===== config.mk =====
export PLATFORM = sky130hd
export DESIGN_NAME = microwave_timer_ctrl_flat
export DESIGN_NICKNAME = d
export VERILOG_FILES = /design/src/rtl/microwave_timer_ctrl_if.sv /design/src/rtl/microwave_timer_ctrl.sv /design/src/flat_wrapper.sv
export SDC_FILE = /design/constraint.sdc
export NUM_CORES = 1
export LEC_CHECK = 0
export ABC_CLOCK_PERIOD_IN_PS = 1900
export CAP_MARGIN = 10
export CORE_MARGIN = 5
export CORE_UTILIZATION = 35
export CTS_BUF_LIST = sky130_fd_sc_hd__clkbuf_8
export DETAILED_ROUTE_END_ITERATION = 10
export PLACE_DENSITY = 0.67
export SKIP_CTS_REPAIR_TIMING = 1
export SLEW_MARGIN = 20
export SYNTH_ARGS = -nofsm -noshare
export SYNTH_HDL_FRONTEND = slang
export SYNTH_SLANG_ARGS = --single-unit

===== constraint.sdc =====
create_clock -name clk -period 1.9 [get_ports clk]
set_input_delay 0.57 -clock clk [delete_from_list [all_inputs] [get_ports clk]]
set_output_delay 0.57 -clock clk [all_outputs]
set_load 0.02 [all_outputs]

===== src/rtl/microwave_timer_ctrl_if.sv =====
// Counter-chain bus between the cook-timer controller and the external
// MM:SS BCD down-counter chain.
interface microwave_timer_ctrl_if;
    logic        load_n;
    logic        cnt_en;
    logic [15:0] load_data;
    logic        timer_zero;

    modport master (
        output load_n,
        output cnt_en,
        output load_data,
        input  timer_zero
    );

    modport slave (
        input  load_n,
        input  cnt_en,
        input  load_data,
        output timer_zero
    );
endinterface


===== src/rtl/microwave_timer_ctrl.sv =====
// Microwave cook-timer controller: keypad entry, load, run/pause, buzzer.
// Optional macro QUICK_START_EN: start in IDLE with empty entry cooks 30 s.
module microwave_timer_ctrl #(
    parameter int DONE_TICKS = 3
) (
    input  logic       clk,
    input  logic       clr,
    input  logic       key_valid,
    input  logic [3:0] key_val,
    input  logic       start,
    input  logic       stop,
    input  logic       door_closed,
    input  logic       tick,
    microwave_timer_ctrl_if.master cnt,
    output logic       mag_on,
    output logic       buzzer,
    output logic [2:0] state
);
    localparam int TW = $clog2(DONE_TICKS + 1);
    localparam logic [TW-1:0] LAST = TW'(DONE_TICKS - 1);

    typedef enum logic [2:0] {
        S_IDLE  = 3'd0,
        S_ENTRY = 3'd1,
        S_LOAD  = 3'd2,
        S_RUN   = 3'd3,
        S_PAUSE = 3'd4,
        S_DONE  = 3'd5
    } st_e;

    st_e           st;
    logic [15:0]   entry;
    logic [TW-1:0] tcnt;
    logic [3:0]    sec_tens;

    always_ff @(posedge clk or posedge clr) begin
        if (clr) begin
            st    <= S_IDLE;
            entry <= '0;
            tcnt  <= '0;
        end else begin
            unique case (st)
                S_IDLE, S_ENTRY: begin
                    if (st == S_ENTRY && stop) begin
                        entry <= '0;
                        st    <= S_IDLE;
                    end else if (st == S_ENTRY && start && door_closed
                                 && entry != '0) begin
                        st <= S_LOAD;
`ifdef QUICK_START_EN
                    end else if (st == S_IDLE && entry == '0
                                 && start && door_closed) begin
                        entry <= 16'h0030;
                        st    <= S_LOAD;
`endif
                    end else if (key_valid && key_val <= 4'd9) begin
                        entry <= {entry[11:0], key_val};
                        st    <= S_ENTRY;
                    end
                end
                S_LOAD: st <= S_RUN;
                S_RUN: begin
                    if (cnt.timer_zero) begin
                        tcnt <= '0;
                        st   <= S_DONE;
                    end else if (stop || !door_closed) begin
                        st <= S_PAUSE;
                    end
                end
                S_PAUSE: begin
                    if (stop) begin
                        entry <= '0;
                        st    <= S_IDLE;
                    end else if (start && door_closed) begin
                        st <= S_RUN;
                    end
                end
                S_DONE: begin
                    if (stop) begin
                        entry <= '0;
                        tcnt  <= '0;
                        st    <= S_IDLE;
                    end else if (tick) begin
                        // counter stops at LAST, so it can never wrap
                        if (tcnt >= LAST) begin
                            entry <= '0;
                            tcnt  <= '0;
                            st    <= S_IDLE;
                        end else begin
                            tcnt <= tcnt + 1'b1;
                        end
                    end
                end
                default: st <= S_IDLE;
            endcase
        end
    end

    assign sec_tens = (entry[7:4] > 4'd5) ? 4'd5 : entry[7:4];

    assign cnt.load_data = {entry[15:8], sec_tens, entry[3:0]};
    assign cnt.load_n    = (st != S_LOAD);
    // a tick coinciding with timer_zero must not underflow the chain
    assign cnt.cnt_en    = (st == S_LOAD)
                         | ((st == S_RUN) & tick & ~cnt.timer_zero);
    assign mag_on        = (st == S_RUN);
    assign buzzer        = (st == S_DONE);
    assign state         = st;
endmodule


===== src/flat_wrapper.sv =====
// flat-port wrapper written by rule: the top's interface ports become plain ports
module microwave_timer_ctrl_flat 
#(
    parameter int DONE_TICKS = 3
)
  (clk, clr, key_valid, key_val, start, stop, door_closed, tick, mag_on, buzzer, state, cnt_load_n, cnt_cnt_en, cnt_load_data, cnt_timer_zero);
  microwave_timer_ctrl_if cnt_i ();
  input  logic clk;
  input  logic clr;
  input  logic key_valid;
  input  logic [3:0] key_val;
  input  logic start;
  input  logic stop;
  input  logic door_closed;
  input  logic tick;
  output logic mag_on;
  output logic buzzer;
  output logic [2:0] state;
  output wire logic [$bits(cnt_i.load_n)-1:0] cnt_load_n;
  output wire logic [$bits(cnt_i.cnt_en)-1:0] cnt_cnt_en;
  output wire logic [$bits(cnt_i.load_data)-1:0] cnt_load_data;
  input wire logic [$bits(cnt_i.timer_zero)-1:0] cnt_timer_zero;
  assign cnt_load_n = cnt_i.load_n;
  assign cnt_cnt_en = cnt_i.cnt_en;
  assign cnt_load_data = cnt_i.load_data;
  assign cnt_i.timer_zero = cnt_timer_zero;
  microwave_timer_ctrl #(.DONE_TICKS(DONE_TICKS)) u_core (.clk(clk), .clr(clr), .key_valid(key_valid), .key_val(key_val), .start(start), .stop(stop), .door_closed(door_closed), .tick(tick), .cnt(cnt_i), .mag_on(mag_on), .buzzer(buzzer), .state(state));
endmodule

# Yosys cells after proc, flatten, opt, wreduce, memory -nomap -nowiden
# Index checks and enable logic that the tools add are counted.
dict set report op_classes {
  n_addsub 1
  order_cmp 3
  n_eq_ne 15
  muxes 25
  bitwise_logic 4
  reduce_logical 16
}
# operator count
set ops {}
lappend ops {{two-way mux 16 bit} 7}
lappend ops {{one-hot mux 16 bit (3 select lines)} 1}
lappend ops {{two-way mux 3 bit} 10}
lappend ops {{nonzero test 16 bit} 1}
lappend ops {{one-hot mux 3 bit (5 select lines)} 1}
lappend ops {{!= test 3 x 2 -> 1 bit, second input constant} 4}
lappend ops {{two-way mux 2 bit} 4}
lappend ops {{== test 3 x 2 -> 1 bit, second input constant} 2}
lappend ops {{== test 3 bit, second input constant} 2}
lappend ops {{logical AND 1 bit} 6}
lappend ops {{!= test 3 x 1 -> 1 bit, second input constant} 2}
lappend ops {{AND reduction 6 bit} 1}
lappend ops {{AND reduction 5 bit} 1}
lappend ops {{greater-than comparator 4 x 3 -> 1 bit, second input constant} 1}
lappend ops {{<= comparator 4 bit, second input constant} 1}
lappend ops {{two-way mux 4 bit} 1}
lappend ops {{!= test 4 x 1 -> 1 bit, second input constant} 1}
lappend ops {{one-hot mux 2 bit (2 select lines)} 1}
lappend ops {{== test 3 x 1 -> 1 bit, second input constant} 1}
lappend ops {{logical NOT 3 bit} 1}
lappend ops {{!= test 3 bit, second input constant} 1}
lappend ops {{AND reduction 3 bit} 1}
lappend ops {{nonzero test 3 bit} 1}
lappend ops {{adder 2 x 1 -> 2 bit, second input constant} 1}
lappend ops {{other kinds (10)} 11}
dict set report totals {
  regBits 21
  in_bits 12
  word_cells 67
}

# Depth between registers and ports, before layout
dict set report depth {
  depth_word 7
  depth_mapped 6
  depth_no_buf 5
}

# Least setup slack after synthesis
# No wires, ideal clock.
dict set report synth_timing {
  path_type {reg2out}
  from {register u_core.st[1] (netlist: u_core.state[1])}
  to {output port cnt_cnt_en}
  arrival_ns 1.462
  slack_ns -0.132
  stages_incl_launch_ff 4
  cell_sequence {dfrtp_1 > buf_2 > nor2b_2 > a21boi_0}
}
dict set report synth_between {
  elab_chain_cells 4
  word_cells_on_any_way 5
  cone_classes {eq/ne: 2; bitwise: 3}
}
# item line
set synth_rtl {}
lappend synth_rtl {{start, declared} microwave_timer_ctrl.sv:31} ;# st_e st;
lappend synth_rtl {{start signal, assigned} microwave_timer_ctrl.sv:38} ;# st <= S_IDLE;
lappend synth_rtl {{start signal, assigned} microwave_timer_ctrl.sv:46} ;# st <= S_IDLE;
lappend synth_rtl {{start signal, assigned} microwave_timer_ctrl.sv:49} ;# st <= S_LOAD;
lappend synth_rtl {{== test 3 x 2 -> 1 bit} microwave_timer_ctrl.sv:105} ;# | ((st == S_RUN) & tick & ~cnt.timer_zero);
lappend synth_rtl {{bitwise AND 1 bit (2 in series)} microwave_timer_ctrl.sv:105}
lappend synth_rtl {{bitwise OR 1 bit (*)} microwave_timer_ctrl.sv:105}
lappend synth_rtl {{end, declared} flat_wrapper.sv:20} ;# output wire logic [$bits(cnt_i.cnt_en)-1:0] cnt_cnt_en;
# Every way passes the cells marked *; elsewhere a longest branch is shown, timed or not.

# Worst setup path in the final report
dict set report layout_timing {
  from {input port cnt_timer_zero}
  to {output port cnt_cnt_en}
}
dict set report layout_between {
  elab_chain_cells 3
}
# item line
set layout_rtl {}
lappend layout_rtl {{start, declared} flat_wrapper.sv:22} ;# input wire logic [$bits(cnt_i.timer_zero)-1:0] cnt_timer_zero;
lappend layout_rtl {{NOT 1 bit} microwave_timer_ctrl.sv:105}
lappend layout_rtl {{bitwise AND 1 bit} microwave_timer_ctrl.sv:105}
lappend layout_rtl {{bitwise OR 1 bit} microwave_timer_ctrl.sv:105}
# Every way passes these cells.

==> results.md <==
- Status: finished, violations left
- Failing checks: setup timing
- Antenna cells: 0
- Final Hold Vio Count: 0
- Worst skew pair latency: 0.26 ns
- Max Cap Violations: 0
- Starting Density: 0.359
- R2r startpoint: u_core.entry[3]$_DFFE_PP0P_
- # IOs: 35
- Worst reg2reg endpoint: u_core.entry[0]$_DFFE_PP0P_
- Initial antenna violation count: 0
- DR DRC count: 0
- Seq/Total Area, Yosys: 0.403
- PD cells: 1500 nW/um^2
- Vias: 1,148
- All-Layer GR Usage: 0.128
- First-pass GRT wire length: 5330 um
- CTS Buf Count: 3
- Hold Path Class: reg2reg
- Post-synth cell types: 37
- CP startpoint: cnt_timer_zero
- Mapped Avg Cell Area: 9.18 um^2
- CP Launch Type: input port
- CTS tree: yes
- Post-synth EDFFs: 0
- DPL Wire Length: 2510 um
- Routed WL per cell: 13.8 um
- CP max FO: 2
- Crit path time final: 1.99 ns
- WS Path Type: in2out
- Final Non-Filler Cells: 238
- FF+latch count, synth: 21
- Chip width: 71.0 um
- Setup violations, final: 1
- Commonest non-fill, non-tap cell in the layout: buf_4
- Pin count of the biggest net entering global routing: 22
- Period utilization: 1.05
- Layout Area Growth over Synthesis: 47.3%
- Sink Count: 21
- Placed inst area: 1760 um^2
- Ys async rst share: 1.00
- Synth Instances: 142
- VDD IR-drop max: 600 uV
- Number of global-route vias before repair: 1,213
- Final Wtd Congestion: 0.875
- Total grt overflow: 0
- Htree depth: 1
- Core Area: 3630 um^2
- Fin Clk Skew: 0.00816 ns
- Critical Path AT: 1.42 ns
- Ys flop type: dfrtp_1
- Setup ws final: -0.0914 ns
- CP endpoint: cnt_cnt_en
- Die height: 71.0 um
- Final ANT Viol Nets: 0
- CP endpoint kind: output pin
- Leakage: 0.00108 uW
- Worst R2R Path Depth: 5
- Dpl cells: 230
- Fmax: 0.502 GHz
- DIE AREA: 5050 um^2
- YS warnings: 0
- DRT iter0 DRCs: 31
- # rows: 22
- Final-layout fill cell count: 355
- Layout net count: 203
- Pre-antenna DRT Iters: 4
- Clock Path Buffers: 2
- Via/cell ratio: 4.82
- Syn Std Cell Area: 1300 um^2
- Commonest cells after routing, fill and taps aside: buf_4 (27), nand2_1 (24), dfrtp_1 (20)
- Worst EP required: 1.33 ns
- Layout cells sized above 1: 0.253
- Syn_nets: 154
- Flop2flop setup slack: 0.13 ns
- Root buffer cell: clkbuf_8
- Worst slack, placed: -0.562 ns
- RSZ-0062 raised after global routing: yes
- Max-slew violation count: 0
- Final instance area: 1920 um^2
- Total Wirelength: 3280 um
- Clock transition at the registers of the reported paths: 0.08 ns
- Hold slack: 0.504 ns
- Port Buffer Count: 33
==> cell usage after synthesis, types with 2 or more instances <==
master,number,area share
dfrtp_1,21,0.40
buf_2,2,0.0077
inv_1,15,0.043
nor2_1,5,0.014
mux2i_1,12,0.092
nor4_1,4,0.019
a21oi_1,3,0.012
o211ai_1,2,0.012
nand2b_1,2,0.0096
buf_4,14,0.081
nand4_1,7,0.034
o21ai_0,4,0.015
nand2_1,25,0.072
a21bo_2,3,0.023
==> state kept, by name, indices dropped and copies added (netlist names) <==
name          flops
u_core.entry     16
u_core.state      3
u_core.tcnt       2
==> critical path: stages <==
cell and delay, ns:
clkdlybuf4s50_1 0.41, nand2b_1 0.15, a21boi_1 0.13, buf_4 0.16
==> worst min path at each step <==
stage | endpoint | cells past startpoint | slack, ns | from
5_1_grt | u_core.tcnt[0]$_DFFE_PP0P_ | 1 | 0.53 | u_core.tcnt[0]$_DFFE_PP0P_
6_report | u_core.tcnt[0]$_DFFE_PP0P_ | 1 | 0.50 | u_core.tcnt[0]$_DFFE_PP0P_
3_5_place_dp | u_core.tcnt[0]$_DFFE_PP0P_ | 1 | 0.50 | u_core.tcnt[0]$_DFFE_PP0P_
2_1_floorplan | u_core.tcnt[0]$_DFFE_PP0P_ | 1 | 0.46 | u_core.tcnt[0]$_DFFE_PP0P_
3_3_place_gp | u_core.tcnt[0]$_DFFE_PP0P_ | 1 | 0.48 | u_core.tcnt[0]$_DFFE_PP0P_
4_1_cts | u_core.tcnt[0]$_DFFE_PP0P_ | 1 | 0.51 | u_core.tcnt[0]$_DFFE_PP0P_
==> cell families after synthesis <==
| kind of cell | share of synthesized area |
|---|---|
| flops | 0.403 |
| compound gates | 0.128 |
| mux | 0.0921 |
| other cells | 0.00288 |
| buf+inv | 0.150 |
| simple gates | 0.225 |
==> stage by stage <==
| step | setup TNS (ns) | util | total power (uW) |
|---|---|---|---|
| after floorplan | 0 | - | 1880 |
| after global placement | -4.95 | 0.485 | 2460 |
| after detailed placement | -6.04 | 0.485 | 2500 |
| after CTS | -3.52 | 0.498 | 2800 |
| after global routing | -0.132 | 0.529 | 3090 |
| final | -0.0914 | 0.529 | 2870 |
==> layout make-up <==
class | instances | area, um^2 | area share
well taps | 48 | 60.1 | 0.0313
inverters | 15 | 56.3 | 0.0293
flip-flops and latches | 21 | 527 | 0.274
multi-input cells | 88 | 626 | 0.326
clock inverters | 1 | 5.00 | 0.00261
repair buffers | 62 | 606 | 0.315
clock buffers | 3 | 41.3 | 0.0215
==> metal layers <==
layer  wire length (um)  global-route usage  vias to the layer above
met5                  0                   0                        -
met4                  8              0.0251                        0
met3                161              0.0298                        2
met2               1760               0.234                       27
met1               1360               0.152                      556
li1                   -                   -                      563
==> power by group <==
group	switching [uW]	internal, uW	total [uW]
registers	155	602	756
logic	902	924	1830
clock network	146	146	291
total	1200	1670	2870
(Power assumes the default switching activity.)
